<file path="config.mk">
export PLATFORM = sky130hd
export DESIGN_NAME = cp0_exc_unit
export DESIGN_NICKNAME = d
export VERILOG_FILES = /design/src/rtl/cp0_exc_unit.sv
export SDC_FILE = /design/constraint.sdc
export NUM_CORES = 1
export LEC_CHECK = 0
export ABC_AREA = 1
export CORE_MARGIN = 5
export CORE_UTILIZATION = 34
export DETAILED_ROUTE_END_ITERATION = 7
export PLACE_DENSITY = 0.62
export SYNTH_ARGS = -nofsm -noshare
export SYNTH_HDL_FRONTEND = slang
export SYNTH_SLANG_ARGS = --single-unit
</file>
<file path="constraint.sdc">
create_clock -name clk -period 3.06 [get_ports clk]
set_clock_uncertainty 0.15 [all_clocks]
set_input_delay 0.459 -clock clk [delete_from_list [all_inputs] [get_ports clk]]
set_output_delay 0.459 -clock clk [all_outputs]
set_load 0.05 [all_outputs]
</file>
<file path="src/rtl/cp0_exc_unit.sv">
// CP0 register file and precise-exception controller, placed beside writeback.
// Holds BadVAddr, Count/Compare timer, Status, Cause and EPC. It prioritises
// interrupts and WB-stage exceptions and raises a fetch redirect plus a
// younger-stage flush on a taken exception or ERET.
//
// Ports:
//   clk, resetn            clock, synchronous active-low reset
//   wb_valid/pc/bd         WB instruction valid, PC, branch-delay-slot flag
//   wb_badvaddr            faulting data address for load/store errors
//   wb_exc                 {fetch_err,inst_rsv,overflow,syscall,break,load_err,store_err}
//   wb_eret, wb_mtc0       ERET / MTC0 in WB
//   cp0_addr, cp0_wdata    {rd,sel} register address and MTC0 write data
//   hw_int                 level-sensitive hardware interrupt requests
//   cp0_rdata              combinational MFC0 read data (0 for unimplemented)
//   exc_valid, exc_pc      redirect request and target
//   cancel                 flush younger stages (same as exc_valid)
//   status_o/cause_o/epc_o register values for display
module cp0_exc_unit #(
    parameter int unsigned N_HWINT    = 5,
    parameter logic [31:0] EXC_VECTOR = 32'hBFC00380,
    parameter int unsigned COUNT_DIV  = 2
) (
    input  logic               clk,
    input  logic               resetn,
    input  logic               wb_valid,
    input  logic [31:0]        wb_pc,
    input  logic               wb_bd,
    input  logic [31:0]        wb_badvaddr,
    input  logic [6:0]         wb_exc,
    input  logic               wb_eret,
    input  logic               wb_mtc0,
    input  logic [7:0]         cp0_addr,
    input  logic [31:0]        cp0_wdata,
    input  logic [N_HWINT-1:0] hw_int,
    output logic [31:0]        cp0_rdata,
    output logic               exc_valid,
    output logic [31:0]        exc_pc,
    output logic               cancel,
    output logic [31:0]        status_o,
    output logic [31:0]        cause_o,
    output logic [31:0]        epc_o
);

    localparam logic [7:0] ADDR_BADVADDR = {5'd8,  3'd0};
    localparam logic [7:0] ADDR_COUNT    = {5'd9,  3'd0};
    localparam logic [7:0] ADDR_COMPARE  = {5'd11, 3'd0};
    localparam logic [7:0] ADDR_STATUS   = {5'd12, 3'd0};
    localparam logic [7:0] ADDR_CAUSE    = {5'd13, 3'd0};
    localparam logic [7:0] ADDR_EPC      = {5'd14, 3'd0};

    localparam int unsigned PW = (COUNT_DIV > 1) ? $clog2(COUNT_DIV) : 1;
    localparam logic [PW-1:0] PRESC_MAX = PW'(COUNT_DIV - 1);

    logic [31:0]   badvaddr_q, badvaddr_d;
    logic [31:0]   count_q, count_d;
    logic [31:0]   compare_q, compare_d;
    logic [31:0]   epc_q, epc_d;
    logic [PW-1:0] presc_q, presc_d;
    logic [7:0]    im_q, im_d;
    logic          exl_q, exl_d;
    logic          ie_q, ie_d;
    logic          bd_q, bd_d;
    logic          ti_q, ti_d;
    logic [4:0]    ip_hw_q, ip_hw_d;
    logic [1:0]    ip_sw_q, ip_sw_d;
    logic [4:0]    exccode_q, exccode_d;

    logic [4:0]  hw_pad;
    logic [7:0]  ip_all;
    logic        int_req;
    logic        exc_take;
    logic        eret_take;
    logic        wr_en;
    logic        count_upd;
    logic [4:0]  exc_code;
    logic        bad_upd;
    logic [31:0] bad_val;

    always_comb begin
        hw_pad = '0;
        hw_pad[N_HWINT-1:0] = hw_int;
    end

    // IP[7] is the timer interrupt, mirrored from TI.
    assign ip_all    = {ti_q, ip_hw_q, ip_sw_q};
    assign int_req   = (|(ip_all & im_q)) & ie_q & ~exl_q;
    assign exc_take  = wb_valid & (int_req | (|wb_exc));
    assign eret_take = wb_valid & wb_eret & ~exc_take;
    assign wr_en     = wb_valid & wb_mtc0 & ~exc_take;

    // Fixed priority: interrupt first, then WB exceptions in bit order.
    always_comb begin
        exc_code = 5'd0;
        bad_upd  = 1'b0;
        bad_val  = wb_badvaddr;
        if (int_req) begin
            exc_code = 5'd0;
        end else if (wb_exc[6]) begin
            exc_code = 5'd4;
            bad_upd  = 1'b1;
            bad_val  = wb_pc;
        end else if (wb_exc[5]) begin
            exc_code = 5'hA;
        end else if (wb_exc[4]) begin
            exc_code = 5'hC;
        end else if (wb_exc[3]) begin
            exc_code = 5'd8;
        end else if (wb_exc[2]) begin
            exc_code = 5'd9;
        end else if (wb_exc[1]) begin
            exc_code = 5'd4;
            bad_upd  = 1'b1;
        end else if (wb_exc[0]) begin
            exc_code = 5'd5;
            bad_upd  = 1'b1;
        end
    end

    always_comb begin
        badvaddr_d = badvaddr_q;
        count_d    = count_q;
        compare_d  = compare_q;
        epc_d      = epc_q;
        presc_d    = presc_q;
        im_d       = im_q;
        exl_d      = exl_q;
        ie_d       = ie_q;
        bd_d       = bd_q;
        ti_d       = ti_q;
        ip_hw_d    = hw_pad;
        ip_sw_d    = ip_sw_q;
        exccode_d  = exccode_q;
        count_upd  = 1'b0;

        // An explicit Count write overrides the tick and restarts the prescaler.
        if (wr_en && cp0_addr == ADDR_COUNT) begin
            count_d   = cp0_wdata;
            presc_d   = '0;
            count_upd = 1'b1;
        end else if (presc_q == PRESC_MAX) begin
            count_d   = count_q + 32'd1;
            presc_d   = '0;
            count_upd = 1'b1;
        end else begin
            presc_d = presc_q + PW'(1);
        end

        // Compare write acknowledges the timer and beats a same-cycle match.
        if (wr_en && cp0_addr == ADDR_COMPARE) begin
            ti_d = 1'b0;
        end else if (count_upd && count_d == compare_q) begin
            ti_d = 1'b1;
        end

        if (wr_en) begin
            unique case (cp0_addr)
                ADDR_COMPARE: compare_d = cp0_wdata;
                ADDR_STATUS: begin
                    im_d  = cp0_wdata[15:8];
                    exl_d = cp0_wdata[1];
                    ie_d  = cp0_wdata[0];
                end
                ADDR_CAUSE: ip_sw_d = cp0_wdata[9:8];
                ADDR_EPC:   epc_d   = cp0_wdata;
                default: ;
            endcase
        end

        if (exc_take) begin
            exccode_d = exc_code;
            // Nested exceptions keep the original return point.
            if (!exl_q) begin
                epc_d = wb_bd ? (wb_pc - 32'd4) : wb_pc;
                bd_d  = wb_bd;
            end
            exl_d = 1'b1;
            if (bad_upd) begin
                badvaddr_d = bad_val;
            end
        end else if (eret_take) begin
            exl_d = 1'b0;
        end
    end

    always_ff @(posedge clk) begin
        if (!resetn) begin
            badvaddr_q <= '0;
            count_q    <= '0;
            compare_q  <= '0;
            epc_q      <= '0;
            presc_q    <= '0;
            im_q       <= '0;
            exl_q      <= 1'b0;
            ie_q       <= 1'b0;
            bd_q       <= 1'b0;
            ti_q       <= 1'b0;
            ip_hw_q    <= '0;
            ip_sw_q    <= '0;
            exccode_q  <= '0;
        end else begin
            badvaddr_q <= badvaddr_d;
            count_q    <= count_d;
            compare_q  <= compare_d;
            epc_q      <= epc_d;
            presc_q    <= presc_d;
            im_q       <= im_d;
            exl_q      <= exl_d;
            ie_q       <= ie_d;
            bd_q       <= bd_d;
            ti_q       <= ti_d;
            ip_hw_q    <= ip_hw_d;
            ip_sw_q    <= ip_sw_d;
            exccode_q  <= exccode_d;
        end
    end

    // BEV is hardwired to 1.
    assign status_o = {9'd0, 1'b1, 6'd0, im_q, 6'd0, exl_q, ie_q};
    assign cause_o  = {bd_q, ti_q, 14'd0, ip_all, 1'b0, exccode_q, 2'b00};
    assign epc_o    = epc_q;

    always_comb begin
        cp0_rdata = 32'd0;
        unique case (cp0_addr)
            ADDR_BADVADDR: cp0_rdata = badvaddr_q;
            ADDR_COUNT:    cp0_rdata = count_q;
            ADDR_COMPARE:  cp0_rdata = compare_q;
            ADDR_STATUS:   cp0_rdata = status_o;
            ADDR_CAUSE:    cp0_rdata = cause_o;
            ADDR_EPC:      cp0_rdata = epc_q;
            default:       cp0_rdata = 32'd0;
        endcase
    end

    assign exc_valid = exc_take | eret_take;
    assign cancel    = exc_valid;
    assign exc_pc    = exc_take ? EXC_VECTOR : epc_q;

endmodule

</file>
==> out/metrics.cfg <==
[run_status]
status = finished, final reports clean

[pwr]
switching_share_pct = 32.7
combPwrFrac_pct = 22.7
clkPwrFrac_pct = 39.3
leakage_nw = 5.89
switchingPower_mw = 1.83
p_per_area_nw_per_um2 = 390
ir_drop_mv = 0.351
seqPwrFrac_pct = 38.1
power.internal_mw = 3.76

[worst_setup_path]
worstSetupPathType = input pin to primary output
rr_worst_depth = 17
worstPathArrival_ns = 2.40
critPathLaunch = cp0_addr[0]
crit-reg2reg-launch = im_q[7]
crit_fanout = 15
crit_path_start_kind = input pin
slowest_stage = clkdlybuf4s50_1
r2r-end = ti_q
max_stage_delay_ns = 0.46
endpoint_kind = primary output
critPathRequiredTime_ns = 2.45
rrSetupSlack_ns = 0.34
setup.worst_path.end = cp0_rdata[5]
crit_chain = clkdlybuf4s50_1 -> inv_1 -> nand2_1 -> nor3_2 -> nand2_1 -> buf_12 -> clkinvlp_4 -> a221oi_4 -> buf_4 -> o21ai_1 -> buf_12

[detailed_routing]
wl_um = 44500
wl_met2_um = 20000
top_layer = met4
met1Wirelength_um = 20100
drc = 0
wl_per_cell_um = 20.0
final_antenna_net_count = 0
drtIter0Drc = 1138
num_vias = 11400
drt_pass1_iterations = 6
viasPerCell = 5.12
met3WireLength_um = 3500

[sta]
period_needed_ns = 3.01
slew_viol_final = 0
timing_hold_violations_final = 0
setup_slack_ns = 0.0510
worst_pin_slew_ns = 0.811
fmax_mhz = 332
finalCritPeriodShare_pct = 98.3
setup_viol = 0
relSlewSlack_pct = 45.9

[placement]
gp_congestion = 1.03
io_buffer_count = 243
place_inst = 2190
dp_slack_ns = -0.142
hpwlAfterDp_um = 36000

[synth]
syn_area_per_cell_um2 = 6.38
netlist_area_um2 = 9910
yosysMostFrequentCell = nand2_1
synth.lib_cells_used.distinct = 47
yosysTopAreaCell = dfxtp_1
synthCells = 1553
yosys.area.top_type_share_pct = 30.7
synth_common_cells = nand2_1 (317), inv_1 (221), nor2_1 (170), dfxtp_1 (152), a21oi_1 (141)
synth_ff_type = dfxtp_1
ys_warn_count = 0
synth_seq_cells = 152
synth_edf_count = 0
ys_seq_area_share_pct = 30.7
synthTopCellsByArea = dfxtp_1 (31%), nand2_1 (12%), inv_1 (8.4%)
synthArstFlopShare_pct = 0

[clocking]
clock-sinks = 152
clk_pin_slew_ns = 0.07
cts_root_buf = clkbuf_16
cts_tree = built
clockBufferDepth = 2
htree_levels = 4
clkLatencyLatePin_ns = 0.42
cts_buffers = 17
ctsHoldBuffers = 0

[die]
coreArea_um2 = 28700
die_w_um = 181
dieArea_um2 = 32700
ios = 284
num_rows = 62
die_h_um = 181
initial_core_util_pct = 34.5

[final_layout]
drive_above_1_share_pct = 15.4
layout.nets = 1951
final_cells = 2224
area_growth_pct = 44.7
nFillCells = 2921
diodes = 0

[hold_path]
hold_class = flop to flop

[global_routing]
grt_usage_pct = 26.2
antenna_found_initial = 0
grt_max_degree = 76
overflow = 0
grt_pass1_wl_um = 66600
first_global_vias = 10700

[flow_run]
cap_violations = 0

==> worst max-delay path, delay by kind of cell <==
family	cells	cell delay [ns]
simple gates	3	0.29
buf+inv	6	1.16
compound gates	2	0.47
==> how the worst min path moves through the flow <==
stage	start	cells after the start	to
2_1_floorplan	badvaddr_q[10]	2	badvaddr_q[10]
3_3_place_gp	badvaddr_q[9]	2	badvaddr_q[9]
3_5_place_dp	badvaddr_q[17]	2	badvaddr_q[17]
4_1_cts	badvaddr_q[17]	2	badvaddr_q[17]
5_1_grt	badvaddr_q[9]	2	badvaddr_q[9]
6_report	badvaddr_q[1]	2	badvaddr_q[1]
==> kinds of logic (layout without fill, tap and decap cells) <==
| kind of cell | after synthesis | in the layout | share of synthesized area, % |
|---|---|---|---|
| DFF | 152 | 152 | 30.7 |
| buffers and inverters | 342 | 591 | 15.1 |
| other | 2 | 40 | 0.0758 |
| muxes | 17 | 17 | 1.92 |
| AOI/OAI and AO/OA | 360 | 360 | 20.8 |
| and+or+nand+nor | 640 | 640 | 27.7 |
| adders and majority gates | 2 | 2 | 0.253 |
| xor gates and xnor gates | 38 | 38 | 3.36 |
==> per-layer routing <==
| metal | global-route usage, % | vias up |
|---|---|---|
| li1 | - | 5554 |
| met1 | 38.0 | 5302 |
| met2 | 41.1 | 485 |
| met3 | 4.20 | 43 |
| met4 | 6.20 | 0 |
| met5 | 0 | - |
==> cells in the final DEF, fill, tap and decap left out, types with 4 or more instances in the layout <==
cell / instances
nor2_1: 163
inv_1: 215
mux2_2: 16
dfxtp_1: 152
o221ai_2: 5
nor2_2: 16
clkbuf_16: 17
nand3_1: 66
a31oi_1: 7
nand4_1: 21
o22ai_1: 27
conb_1: 40
a21oi_2: 4
inv_2: 8
nand2_2: 4
clkinvlp_4: 6
o21ai_2: 6
a21oi_1: 139
nor2_4: 6
a211oi_1: 28
o21ai_1: 16
buf_12: 56
nor3_1: 19
or2_2: 5
nand2_1: 313
xor2_1: 34
nor4_1: 6
a221oi_1: 7
or2_1: 5
o21ai_0: 97
o2111ai_1: 4
nand3_2: 8
clkdlybuf4s50_1: 175
buf_4: 96
xnor2_1: 4
==> power by group through the flow <==
| stage | registers, mW | logic [mW] | clock network, mW |
|---|---|---|---|
| floorplan | 2.28 | 0.605 | 0 |
| global placement | 2.17 | 1.23 | 0 |
| detailed placement | 2.17 | 1.24 | 0 |
| CTS | 2.12 | 1.25 | 2.21 |
| global route | 2.13 | 1.34 | 2.29 |
| finish | 2.13 | 1.27 | 2.20 |
==> state kept, by name (all words and copies together), names as in the netlist <==
name and flops:
exccode_q 4, ie_q 1, exl_q 1, badvaddr_q 32
epc_o 32, ip_hw_q 5, count_q 32, presc_q 1
ip_sw_q 2, im_q 8, bd_q 1, compare_q 32
ti_q 1
==> what timing repair did <==
action,CTS,global route
resized for setup,11,53
pin swaps,0,1
endpoints found under the setup margin,15,43
buffers inserted,0,2
endpoints found under the hold margin,0,0
==> area by class of cell <==
cell class / count / area, µm² / area share [%]
clock buffer: 20 / 457 / 3.18
clock inverter: 12 / 141 / 0.986
inverter: 227 / 865 / 6.03
multi-input combinational: 1097 / 5710 / 39.8
sequential: 152 / 3040 / 21.2
tap: 384 / 480 / 3.35
timing repair buffer: 332 / 3640 / 25.4
==> through the flow <==
step	hold WS (ns)	utilization, %	TNS [ns]	cell area, µm²	power, mW
after floorplan	0.274	-	-0.0390	10100	2.88
after global routing	0.335	50.0	-0.0596	14300	5.77
final	0.303	50.0	0	14300	5.59
after detailed placement	0.292	47.0	-0.474	13500	3.41
after global placement	0.292	47.0	-0.378	13500	3.40
after CTS	0.302	49.3	-0.00606	14100	5.58
Note: power is estimated with default switching activity, not from simulation.
